**config.mk**
```make
export PLATFORM = sky130hd
export DESIGN_NAME = wb_cmd_master
export DESIGN_NICKNAME = d
export VERILOG_FILES = /design/src/rtl/wb_cmd_master.sv
export SDC_FILE = /design/constraint.sdc
export NUM_CORES = 1
export LEC_CHECK = 0
export BUFFER_PORTS_ARGS = -buffer_cell sky130_fd_sc_hd__buf_2
export CAP_MARGIN = 15
export CORE_ASPECT_RATIO = 0.7
export CORE_MARGIN = 1.5
export CORE_UTILIZATION = 40
export CTS_CLUSTER_SIZE = 24
export DETAILED_ROUTE_END_ITERATION = 10
export GPL_TIMING_DRIVEN = 0
export HOLD_SLACK_MARGIN = 0.06
export PLACE_DENSITY = 0.8
export SYNTH_ARGS = -nofsm -noshare
export SYNTH_HDL_FRONTEND = slang
export SYNTH_SLANG_ARGS = --single-unit
```
**constraint.sdc**
```tcl
create_clock -name wb_clk_i -period 5.3 [get_ports wb_clk_i]
set_clock_uncertainty 0.2 [all_clocks]
set_input_delay 1.06 -clock wb_clk_i [delete_from_list [all_inputs] [get_ports wb_clk_i]]
set_output_delay 1.06 -clock wb_clk_i [all_outputs]
set_load 0.01 [all_outputs]
```
**src/rtl/wb_cmd_master.sv**
```systemverilog
// Wishbone classic single-transfer initiator: turns one command beat into one
// bus cycle (with ack timeout) and returns one response beat.
module wb_cmd_master #(
  parameter int unsigned TIMEOUT = 16
) (
  input  logic        wb_clk_i,
  input  logic        wb_rst_i,
  input  logic        cmd_valid,
  output logic        cmd_ready,
  input  logic        cmd_we,
  input  logic [31:0] cmd_adr,
  input  logic [31:0] cmd_dat,
  input  logic [3:0]  cmd_sel,
  output logic        rsp_valid,
  input  logic        rsp_ready,
  output logic [31:0] rsp_dat,
  output logic        rsp_err,
  output logic        wbm_cyc_o,
  output logic        wbm_stb_o,
  output logic        wbm_we_o,
  output logic [3:0]  wbm_sel_o,
  output logic [31:0] wbm_adr_o,
  output logic [31:0] wbm_dat_o,
  input  logic        wbm_ack_i,
  input  logic [31:0] wbm_dat_i
);

  localparam int unsigned CNT_W = 8;
  localparam logic [CNT_W-1:0] LAST_CNT = CNT_W'(TIMEOUT - 1);

  typedef enum logic [1:0] {IDLE, BUS, RESP} state_t;

  state_t           state;
  logic [CNT_W-1:0] cnt;

  // cyc and stb are the same flop so they can never disagree
  assign wbm_stb_o = wbm_cyc_o;

  always_ff @(posedge wb_clk_i) begin
    if (wb_rst_i) begin
      state     <= IDLE;
      cnt       <= '0;
      cmd_ready <= 1'b1;
      rsp_valid <= 1'b0;
      rsp_err   <= 1'b0;
      rsp_dat   <= '0;
      wbm_cyc_o <= 1'b0;
      wbm_we_o  <= 1'b0;
      wbm_sel_o <= '0;
      wbm_adr_o <= '0;
      wbm_dat_o <= '0;
    end else begin
      case (state)
        IDLE: begin
          if (cmd_valid && cmd_ready) begin
            wbm_we_o  <= cmd_we;
            wbm_adr_o <= cmd_adr;
            wbm_dat_o <= cmd_dat;
            wbm_sel_o <= cmd_sel;
            wbm_cyc_o <= 1'b1;
            cmd_ready <= 1'b0;
            cnt       <= '0;
            state     <= BUS;
          end
        end
        BUS: begin
          // ack wins over timeout, including on the last allowed cycle
          if (wbm_ack_i) begin
            wbm_cyc_o <= 1'b0;
            rsp_valid <= 1'b1;
            rsp_err   <= 1'b0;
            rsp_dat   <= wbm_we_o ? 32'h0 : wbm_dat_i;
            state     <= RESP;
          end else if (cnt == LAST_CNT) begin
            wbm_cyc_o <= 1'b0;
            rsp_valid <= 1'b1;
            rsp_err   <= 1'b1;
            rsp_dat   <= 32'h0;
            state     <= RESP;
          end else begin
            cnt <= cnt + CNT_W'(1);
          end
        end
        RESP: begin
          if (rsp_ready) begin
            rsp_valid <= 1'b0;
            cmd_ready <= 1'b1;
            state     <= IDLE;
          end
        end
        default: begin
          state     <= IDLE;
          cmd_ready <= 1'b1;
          rsp_valid <= 1'b0;
          wbm_cyc_o <= 1'b0;
        end
      endcase
    end
  end

endmodule
```
# After elaboration in Yosys (flattened, before gate mapping)

Index checks and enable logic that the tools add are counted.
Widths: inputs -> output; s select.

Register bits: 115
Bits of input ports: 106
Logic and storage cells: 58

$add $sub $neg: 1
Equal/unequal tests: 8
Mux-type cells: 24
Bitwise operators: 3
Reductions and logical operators: 11

Operators with widths:

| cell                | number |
|---|---|
| $mux 32             | 3 |
| $mux 8              | 3 |
| $pmux 8 s2          | 1 |
| $reduce_and 3->1    | 4 |
| $mux 1              | 9 |
| $pmux 1 s3          | 3 |
| $add 8x1->8 const B | 1 |
| $eq 8x4->1 const B  | 1 |
| $mux 2              | 4 |
| $ne 2x2->1 const B  | 4 |
| $pmux 2 s3          | 1 |
| $reduce_and 2->1    | 2 |
| $reduce_and 4->1    | 1 |
| $reduce_bool 2->1   | 2 |
| $ne 3x3->1 const B  | 1 |
| $not 1->1           | 3 |
| $eq 2x1->1 const B  | 1 |
| $eq 2x2->1 const B  | 1 |
| $logic_not 2->1     | 1 |
| $logic_and 1x1->1   | 1 |

# Depth between registers and ports, before layout

Word-level depth: 4
Depth in mapped cells: 6
Depth with buffers taken out: 5

# Least setup slack after synthesis

OpenSTA, ideal clock, no wires.

Path type: input port to flip-flop
From: input cmd_valid
To: register wbm_cyc_o
Data arrival time: 1.973 ns
Required time: 5.014 ns
Setup slack: 3.041 ns
Cell stages on the path: 5
Path through: nand2b_1 nor3b_2 clkbuf_1 nor2_1 a211oi_1

Longest elaborated chain between the ends: 3

RTL lines:

| what                       | line | text |
|---|---|---|
| start, declared            | 8    | `input logic cmd_valid,` |
| $logic_and 1x1->1          | 55   | `if (cmd_valid && cmd_ready) begin` |
| $ne 2x2->1 (no line)       | -    |  |
| $reduce_and 3->1 (no line) | -    |  |
| end signal, assigned       | 60   | `wbm_cyc_o <= 1'b1;` |
| end signal, assigned       | 69   | `wbm_cyc_o <= 1'b0;` |
| end signal, assigned       | 75   | `wbm_cyc_o <= 1'b0;` |
| end, declared              | 18   | `output logic wbm_cyc_o,` |

No other way between the ends.
A chain may end at the register's enable or synchronous reset.

# Worst setup path in the final report

Ends and elaborated chain as after synthesis.

==> flow_metrics.py <==
metrics = {
    "synth": {
        "synth.avg_cell_area_um2": 8.90,
        "ys_seq_area_share_pct": 57.2,
        "synth_top_area_share_pct": 57.2,
        "syn_area_um2": 4020,
        "ys_ff_latch": 115,
        "synthCells": 452,
        "synth_top_area_cell": "dfxtp_1",
        "synthesis.nets": 559,
        "yosysWarnings": 0,
        "synthTopCellsByArea": "dfxtp_1 57%, nand2_1 13%, a21oi_1 9.7%",
        "yosysUniqueCellTypes": 37,
    },
    "cells_and_area": {
        "area_growth_pct": 43.7,
        "drive_above_1_share_pct": 37.2,
        "nets": 789,
        "antenna_cells": 0,
        "final_util_pct": 59.5,
        "final_cells": 822,
    },
    "timing": {
        "finalSetupTns_ns": 0,
        "fin_crit_ns": 2.40,
        "finalSetupViolations": 0,
        "fin_crit_sh_pct": 45.3,
        "slew_headroom_pct": 56.3,
        "tightest_slew_ns": 0.653,
        "rsz0062_at_grt": "false",
        "max_freq_mhz": 417,
        "hold_viol_final": 0,
        "slew_viol_final": 0,
    },
    "floorplan": {
        "rows": 30,
        "core_area_um2": 9720,
        "start_util_pct": 41.4,
        "die_h_um": 86.9,
        "dieArea_um2": 10700,
        "die_w_um": 123,
        "ios": 212,
    },
    "clock_tree": {
        "tritoncts": "built",
        "ctsResizeCount": 0,
        "cts_buffers": 17,
        "clock_sinks": 115,
        "cts_hold_buf": 0,
        "clk_pin_slew_ns": 0.05,
        "clockBufferDepth": 2,
        "cts_setup_buffers": 0,
        "clock_tree.root_cell": "clkbuf_16",
        "htreeDepth": 4,
        "clk-insertion-delay-late_ns": 0.40,
    },
    "setup_path": {
        "crit_type": "in2reg",
        "start_kind": "input port",
        "critical_path.endpoint_type": "flip-flop",
        "crit_path_max_fanout": 10,
        "critical_path_required_ns": 5.42,
        "arrival_ns": 2.52,
    },
    "power_and_ir_drop": {
        "power_density_nw_per_um2": 384,
        "switching_power_uw": 557,
        "p_leak_uw": 0.00271,
        "p_clk_share_pct": 46.0,
        "p_int_uw": 1660,
        "p_seq_share_pct": 42.5,
        "switching_share_pct": 25.1,
        "p_comb_share_pct": 11.6,
        "ir_drop_mv": 0.275,
    },
    "drt": {
        "avgViaCountPerCell": 4.90,
        "routed_wl_um": 11400,
        "wl_per_cell_um": 13.9,
        "first_iter_violations": 151,
        "ant_nets": 0,
        "drc": 0,
        "vias": 4027,
        "firstDrtPassIters": 5,
    },
    "placement": {
        "gp_congestion": 0.777,
        "dp_cells": 791,
        "portBuffers": 211,
        "hpwl_um": 8460,
    },
    "global_routing": {
        "grt_overflow": 0,
        "grt_use_total_pct": 21.3,
        "first_global_vias": 3817,
        "grt_pass1_wl_um": 17500,
        "grt_max_degree": 17,
        "grt_antenna_before_repair": 0,
    },
    "outcome": {
        "outcome": "completed",
    },
    "hold_path": {
        "hold_class": "reg2reg",
    },
    "flow_run": {
        "max-cap-violations": 0,
    },
}
==> final timing paths <==
| check | startpoint | to | slack [ns] | depth (start not counted) |
|---|---|---|---|---|
| worst max-delay path | cmd_valid | wbm_cyc_o | 2.90 | 6 |
| worst min-delay path | wbm_dat_o[21] | wbm_dat_o[21] | 0.25 | 2 |
| worst max register to register | state[0] | wbm_cyc_o | 3.16 | 5 |
| worst min register to register | wbm_dat_o[21] | wbm_dat_o[21] | 0.25 | 2 |
==> placed cells by master, fill, tap and decap left out, drive strengths merged, types with 2 or more instances in the layout <==
master and instances:
a211oi 2, a21oi 79, a22o 32, a31oi 3
and2 2, buf 225, clkbuf 43, clkinv 4
clkinvlp 4, dfxtp 115, nand2 144, nand3 9
nor2 4, nor3 2, o211ai 3, o21ai 3
or3 5
==> Yosys cell counts, drive strengths merged <==
library cell	n
nand2	144
dfxtp	115
a21oi	79
a22o	32
clkbuf	20
buf	14
nand3	9
or3	5
nor2	4
a31oi	3
o211ai	3
o21ai	3
a211oi	2
and2	2
nor3	2
a21o	1
and4	1
ha	1
inv	1
mux2i	1
nand2b	1
nand3b	1
nand4	1
nand4bb	1
nor2b	1
nor3b	1
o21bai	1
or2	1
or3b	1
or4	1
==> kinds of logic after synthesis <==
family,synth area share (%)
and+or+nand+nor,18.5
muxes,0.249
adders and majority gates,0.311
buffers and inverters,4.26
AOI/OAI and AO/OA,19.5
DFF,57.2
==> power by group through the flow <==
stage          clock network [µW]  logic (µW)  registers (µW)
3_3_place_gp                    0         248             956
3_5_place_dp                    0         257             959
4_1_cts                      1040         258             943
6_report                     1020         257             943
5_1_grt                      1080         286             947
2_1_floorplan                   0         112             980
==> sequential cells by signal, summed over array words and instances (netlist names), 2 cells and up <==
signal     flops
state          2
cnt            8
wbm_adr_o     32
wbm_dat_o     32
rsp_dat       32
wbm_sel_o      4
==> routing by layer <==
layer | global-route usage, % | share of wire [%] | vias to the layer above
met2 | 37.0 | 48 | 170
li1 | - | - | 1999
met1 | 23.6 | 41 | 1844
met4 | 6.55 | 0.87 | 0
met3 | 9.10 | 10 | 14
met5 | 0 | 0 | -
==> area by class of cell <==
type / count / area (µm²)
inverter: 1 / 3.75
fill: 877 / 3940
clock buffer: 23 / 488
timing repair buffer: 211 / 1060
clock inverter: 8 / 53.8
buffer: 34 / 168
tap: 128 / 160
sequential: 115 / 2300
multi-input combinational: 302 / 1550
==> critical path, cell delays in order <==
cell	delay, ns
buf_2	0.09
nand2b_1	0.08
nor3b_2	0.58
clkbuf_1	0.42
nor2_1	0.09
a211oi_1	0.20
==> through the flow <==
| step | hold WS, ns | total power [µW] | area (µm²) | worst slack (ns) |
|---|---|---|---|---|
| after floorplan | 0.278 | 1090 | 4020 | 3.04 |
| after global placement | 0.239 | 1200 | 5240 | 2.54 |
| after detailed placement | 0.245 | 1220 | 5240 | 2.46 |
| after CTS | 0.252 | 2240 | 5780 | 2.88 |
| after global routing | 0.269 | 2320 | 5780 | 2.73 |
| final | 0.251 | 2220 | 5780 | 2.90 |
(Power assumes the default switching activity.)
